===== config.mk =====
export PLATFORM = sky130hd
export DESIGN_NAME = robo_sensor_filter
export DESIGN_NICKNAME = d
export VERILOG_FILES = /design/src/rtl/robo_pkg.sv /design/src/rtl/robo_debounce_ch.sv /design/src/rtl/robo_sensor_filter.sv
export SDC_FILE = /design/constraint.sdc
export NUM_CORES = 1
export LEC_CHECK = 0
export BUFFER_PORTS_ARGS = -buffer_cell sky130_fd_sc_hd__buf_4
export CAP_MARGIN = 10
export CORE_MARGIN = 5
export CORE_UTILIZATION = 31
export CTS_CLUSTER_SIZE = 25
export DETAILED_ROUTE_END_ITERATION = 6
export SLEW_MARGIN = 20
export SYNTH_ARGS = -nofsm -noshare
export SYNTH_HDL_FRONTEND = slang
export SYNTH_SLANG_ARGS = --single-unit

===== constraint.sdc =====
create_clock -name clock -period 1.31 [get_ports clock]
set_input_delay 0.3275 -clock clock [delete_from_list [all_inputs] [get_ports clock]]
set_output_delay 0.3275 -clock clock [all_outputs]
set_load 0.01 [all_outputs]

===== src/rtl/robo_pkg.sv =====
// Shared constants for the robot sensor front end.
// Default filter timing plus sensor channel indices.
package robo_pkg;

  localparam int ROBO_TICK_DIV_DEF   = 4;
  localparam int ROBO_STABLE_CNT_DEF = 3;

  localparam int SENS_HEAD = 0;
  localparam int SENS_LEFT = 1;
  localparam int SENS_N    = 2;

endpackage


===== src/rtl/robo_debounce_ch.sv =====
// One sensor channel: 2-flop synchronizer, run counter, output flop.
// Ports: clock, reset, tick (sample strobe), raw in; out level, flip strobe.
module robo_debounce_ch
  import robo_pkg::*;
#(
  parameter int STABLE_CNT = ROBO_STABLE_CNT_DEF
) (
  input  logic clock,
  input  logic reset,
  input  logic tick,
  input  logic raw,
  output logic out,
  output logic flip
);

  localparam int CW = $clog2(STABLE_CNT + 1);
  localparam logic [CW-1:0] LAST = CW'(STABLE_CNT - 1);

  logic [1:0]    sync;
  logic          s;
  logic [CW-1:0] cnt;

  assign s = sync[1];

  // High in the cycle whose edge will toggle out.
  assign flip = tick & (s != out) & (cnt == LAST);

  always_ff @(posedge clock) begin
    if (reset) begin
      sync <= '0;
      cnt  <= '0;
      out  <= 1'b0;
    end else begin
      sync <= {sync[0], raw};
      if (tick) begin
        if (s == out) begin
          cnt <= '0;
        end else if (flip) begin
          out <= s;
          cnt <= '0;
        end else begin
          cnt <= cnt + 1'b1;
        end
      end
    end
  end

endmodule


===== src/rtl/robo_sensor_filter.sv =====
// Head/left obstacle sensor conditioner: shared sample prescaler,
// two debounced channels, and a pulse on any output toggle.
module robo_sensor_filter
  import robo_pkg::*;
#(
  parameter int TICK_DIV   = ROBO_TICK_DIV_DEF,
  parameter int STABLE_CNT = ROBO_STABLE_CNT_DEF
) (
  input  logic clock,
  input  logic reset,
  input  logic head_raw,
  input  logic left_raw,
  output logic head,
  output logic left,
  output logic changed
);

  localparam int PW =
    (TICK_DIV > 1) ? $clog2(TICK_DIV) : 1;
  localparam logic [PW-1:0] PMAX = PW'(TICK_DIV - 1);

  logic [PW-1:0]     pre;
  logic              tick;
  logic [SENS_N-1:0] raw_v;
  logic [SENS_N-1:0] out_v;
  logic [SENS_N-1:0] flip_v;

  assign tick = (pre == PMAX);

  assign raw_v[SENS_HEAD] = head_raw;
  assign raw_v[SENS_LEFT] = left_raw;
  assign head = out_v[SENS_HEAD];
  assign left = out_v[SENS_LEFT];

  robo_debounce_ch #(
    .STABLE_CNT(STABLE_CNT)
  ) u_head (
    .clock(clock),
    .reset(reset),
    .tick (tick),
    .raw  (raw_v[SENS_HEAD]),
    .out  (out_v[SENS_HEAD]),
    .flip (flip_v[SENS_HEAD])
  );

  robo_debounce_ch #(
    .STABLE_CNT(STABLE_CNT)
  ) u_left (
    .clock(clock),
    .reset(reset),
    .tick (tick),
    .raw  (raw_v[SENS_LEFT]),
    .out  (out_v[SENS_LEFT]),
    .flip (flip_v[SENS_LEFT])
  );

  always_ff @(posedge clock) begin
    if (reset) begin
      pre     <= '0;
      changed <= 1'b0;
    end else begin
      pre     <= tick ? '0 : pre + 1'b1;
      // OR of both strobes: simultaneous toggles yield one pulse.
      changed <= |flip_v;
    end
  end

endmodule


==> results.toml <==
[global_routing]
grt_use_met1_pct = 6.88
grt_start_max_net_pins = 14
grt_antenna_before_repair = 0
overflow = 0
global_route.peak_usage_layer = "met2"
globalRouteTotalUtil_pct = 5.70
global_route.usage.met2_pct = 7.74
first_pass_grt_wire_length_um = 1100
met3_usage_pct = 2.71
first_global_vias = 275

[worst_setup_path]
crit_path_end_kind = "register"
worst-r2r-cell-count = 4
cp_slowest_cell = "sky130_fd_sc_hd__dfxtp_1"
worst_ep_required_time_ns = 1.51
worst_ep_arrival_time_ns = 1.31
critPathMaxFanout = 12
crit-reg2reg-launch = "pre[0]$_SDFF_PP0_"
timing.critical_path.from_type = "register"
timing_worst_setup_path_type = "reg2reg"
critical_path.cell_chain = "ha_2 -> nand3b_1 -> nand2b_1 -> a21oi_1"
timing.reg2reg.setup_slack_ns = 0.20
critical-path-max-stage-delay_ns = 0.34
critPathLaunch = "pre[0]$_SDFF_PP0_"

[synth]
synth_cells = 47
ys_seq_elements = 13
cell_types_occupying_the_most_area_after_synthesis = "sky130_fd_sc_hd__dfxtp_1 53%, sky130_fd_sc_hd__nor2b_1 7.6%, sky130_fd_sc_hd__a21oi_1 5.1%"
synth_warnings = 0
yosysTopAreaCellShare_pct = 52.5
synth.yosys.seq_area_share_pct = 52.5
post_synthesis_net_count = 52
syn_avg_cell_area_um2 = 10.5
synth_cell_type_count = 15
synth_largest_area_cell = "sky130_fd_sc_hd__dfxtp_1"
synth.cell_area_um2 = 495

[timing]
fin_tns_setup_ns = 0
timing.final.hold_violations = 0
slew_headroom_pct = 82.1
final.setup_skew_ns = 0.00148
setup-violations-final = 0
worst_slew_pin_slew_ns = 0.267
post-route-min-period_ns = 1.11
fraction_of_the_cycle_the_final_worst_path_needs_pct = 85.0
setup_repair_after_global_routing_missed_its_margin = "no"
timing.hold.ws_ns = 0.274
drv_slew = 0
fmax_mhz = 898

[routing]
detailedRoute.firstIterationViolations = 6
drt-pass1-iter-count = 4
vias = 335
drc_errors = 0
drt_wl_total_um = 670
postRouteAntennaNets = 0
viasPerCell = 4.72
routedWlPerCell_um = 9.44

[worst_hold_path]
hold_path_cells = 2
worst_hold_path_type = "in2reg"
hold_path_startpoint = "head_raw"

[floorplanning]
floorplan.initialDensity_pct = 32.9
floorplan.die.height_um = 50.0
core_area_um2 = 1510
io-pin-count = 7
fp.dieArea_um2 = 2500
floorplan.rows = 14
die_width_um = 50.0

[clocking]
cts.root.buffer_cell = "sky130_fd_sc_hd__clkbuf_4"
post-cts-setup-buffers = 0
clock_path_buffers = 2
cts.hold.buffers_added = 0
cts_inserted_buffers = 3
clk-insertion-delay-late_ns = 0.26
clk_pin_slew_worst_paths_ns = 0.07
cts.repair.resized = 0
tritoncts = "done"
ctsHtreeMaxLevel = 1
cts_sinks = 13

[layout]
diodes = 0
areaGrowthSynthToFinish_pct = 16.4
fin_nets = 61
postLayoutCellArea_um2 = 577
proportion_of_layout_cells_with_a_drive_suffix_above_1_pct = 21.8
final.fill_count = 168

[place]
port_buffers = 6
gpl.final_weighted_congestion = 0.620
post_dp_cell_area_um2 = 548

[power_and_ir_drop]
ir_drop_uv = 509
powerDensity_nw_per_um2 = 1190
static-leakage-power_nw = 0.248

[run]
timing.max_cap.violations = 0

[status]
run_status = "finished clean"
-- worst paths after layout --
kind	end
max	changed$_SDFF_PP0_
min	u_head.sync[0]$_SDFF_PP0_
max reg2reg	changed$_SDFF_PP0_
min reg2reg	u_head.sync[1]$_SDFF_PP0_
-- logic make-up (layout without fill, tap and decap cells) --
family                     Yosys count  after routing  share of synthesized area [%]
AOI/OAI and AO/OA                    5              5                           5.05
xor gates and xnor gates             2              2                           3.54
adders and majority gates            1              1                           2.52
buffers and inverters                2             10                           2.52
DFF                                 13             13                           52.5
muxes                                2              2                           4.04
and+or+nand+nor                     22             22                           29.8
-- synthesized netlist by cell type, drive strengths merged --
library cell	instances
nand2b	4
buf	2
ha	1
mux2i	2
nand4b	2
nor3b	3
dfxtp	13
nor2	4
a21oi	5
xor2	2
nor3	1
nor2b	6
nand3b	2
-- cells in the final DEF, fill, tap and decap left out --
master	instances
sky130_fd_sc_hd__clkbuf_1	1
sky130_fd_sc_hd__nor2_1	4
sky130_fd_sc_hd__a21oi_1	5
sky130_fd_sc_hd__clkbuf_4	3
sky130_fd_sc_hd__nand2b_1	4
sky130_fd_sc_hd__mux2i_1	2
sky130_fd_sc_hd__nor3b_2	2
sky130_fd_sc_hd__buf_4	6
sky130_fd_sc_hd__nor3b_1	1
sky130_fd_sc_hd__dfxtp_1	13
sky130_fd_sc_hd__nor2b_1	6
sky130_fd_sc_hd__xor2_1	2
sky130_fd_sc_hd__nor3_1	1
sky130_fd_sc_hd__nand3b_1	2
sky130_fd_sc_hd__ha_2	1
sky130_fd_sc_hd__nand4b_1	2
-- where the power goes --
| group | leakage [nW] | internal, mW | switching [mW] |
|---|---|---|---|
| clock | 0.0150 | 0.117 | 0.111 |
| sequential | 0.106 | 0.409 | 0.00633 |
| combinational | 0.127 | 0.0232 | 0.0187 |
| total | 0.248 | 0.550 | 0.136 |
-- layer usage --
metal | up-vias | wire length [um]
li1 | 175 | -
met1 | 155 | 342
met2 | 5 | 303
met3 | 0 | 24
met4 | 0 | 0
met5 | - | 0
-- worst max-delay path, delay by kind of cell, from the launching register on --
| family | cells | cell delay (ns) |
|---|---|---|
| adders and majority gates | 1 | 0.28 |
| AOI/OAI and AO/OA | 1 | 0.13 |
| DFF | 1 | 0.34 |
| and+or+nand+nor | 2 | 0.29 |
-- stage by stage --
| stage | utilization (%) | setup WS [ns] | power (mW) | std cells |
|---|---|---|---|---|
| floorplan | - | 0.227 | 0.455 | 47 |
| global placement | 36.4 | 0.154 | 0.466 | 67 |
| detailed placement | 36.4 | 0.101 | 0.466 | 67 |
| CTS | 38.1 | 0.0825 | 0.700 | 71 |
| global route | 38.3 | 0.105 | 0.728 | 71 |
| finish | 38.3 | 0.196 | 0.686 | 71 |
-- flip-flops by register name (all words and copies together), names as in the netlist --
register     cells
u_left.out       1
u_head.cnt       2
changed          1
u_left.cnt       2
pre              2
u_head.out       1
u_left.sync      2
u_head.sync      2
-- final cells by class --
class / count / area [um2] / share of cell area (%)
sequential: 13 / 260 / 45.1
multi-input combinational: 32 / 225 / 39.0
tap: 16 / 20.0 / 3.47
timing repair buffer: 6 / 45.0 / 7.81
clock buffer: 4 / 26.3 / 4.56
Note: power is estimated with default switching activity, not from simulation.
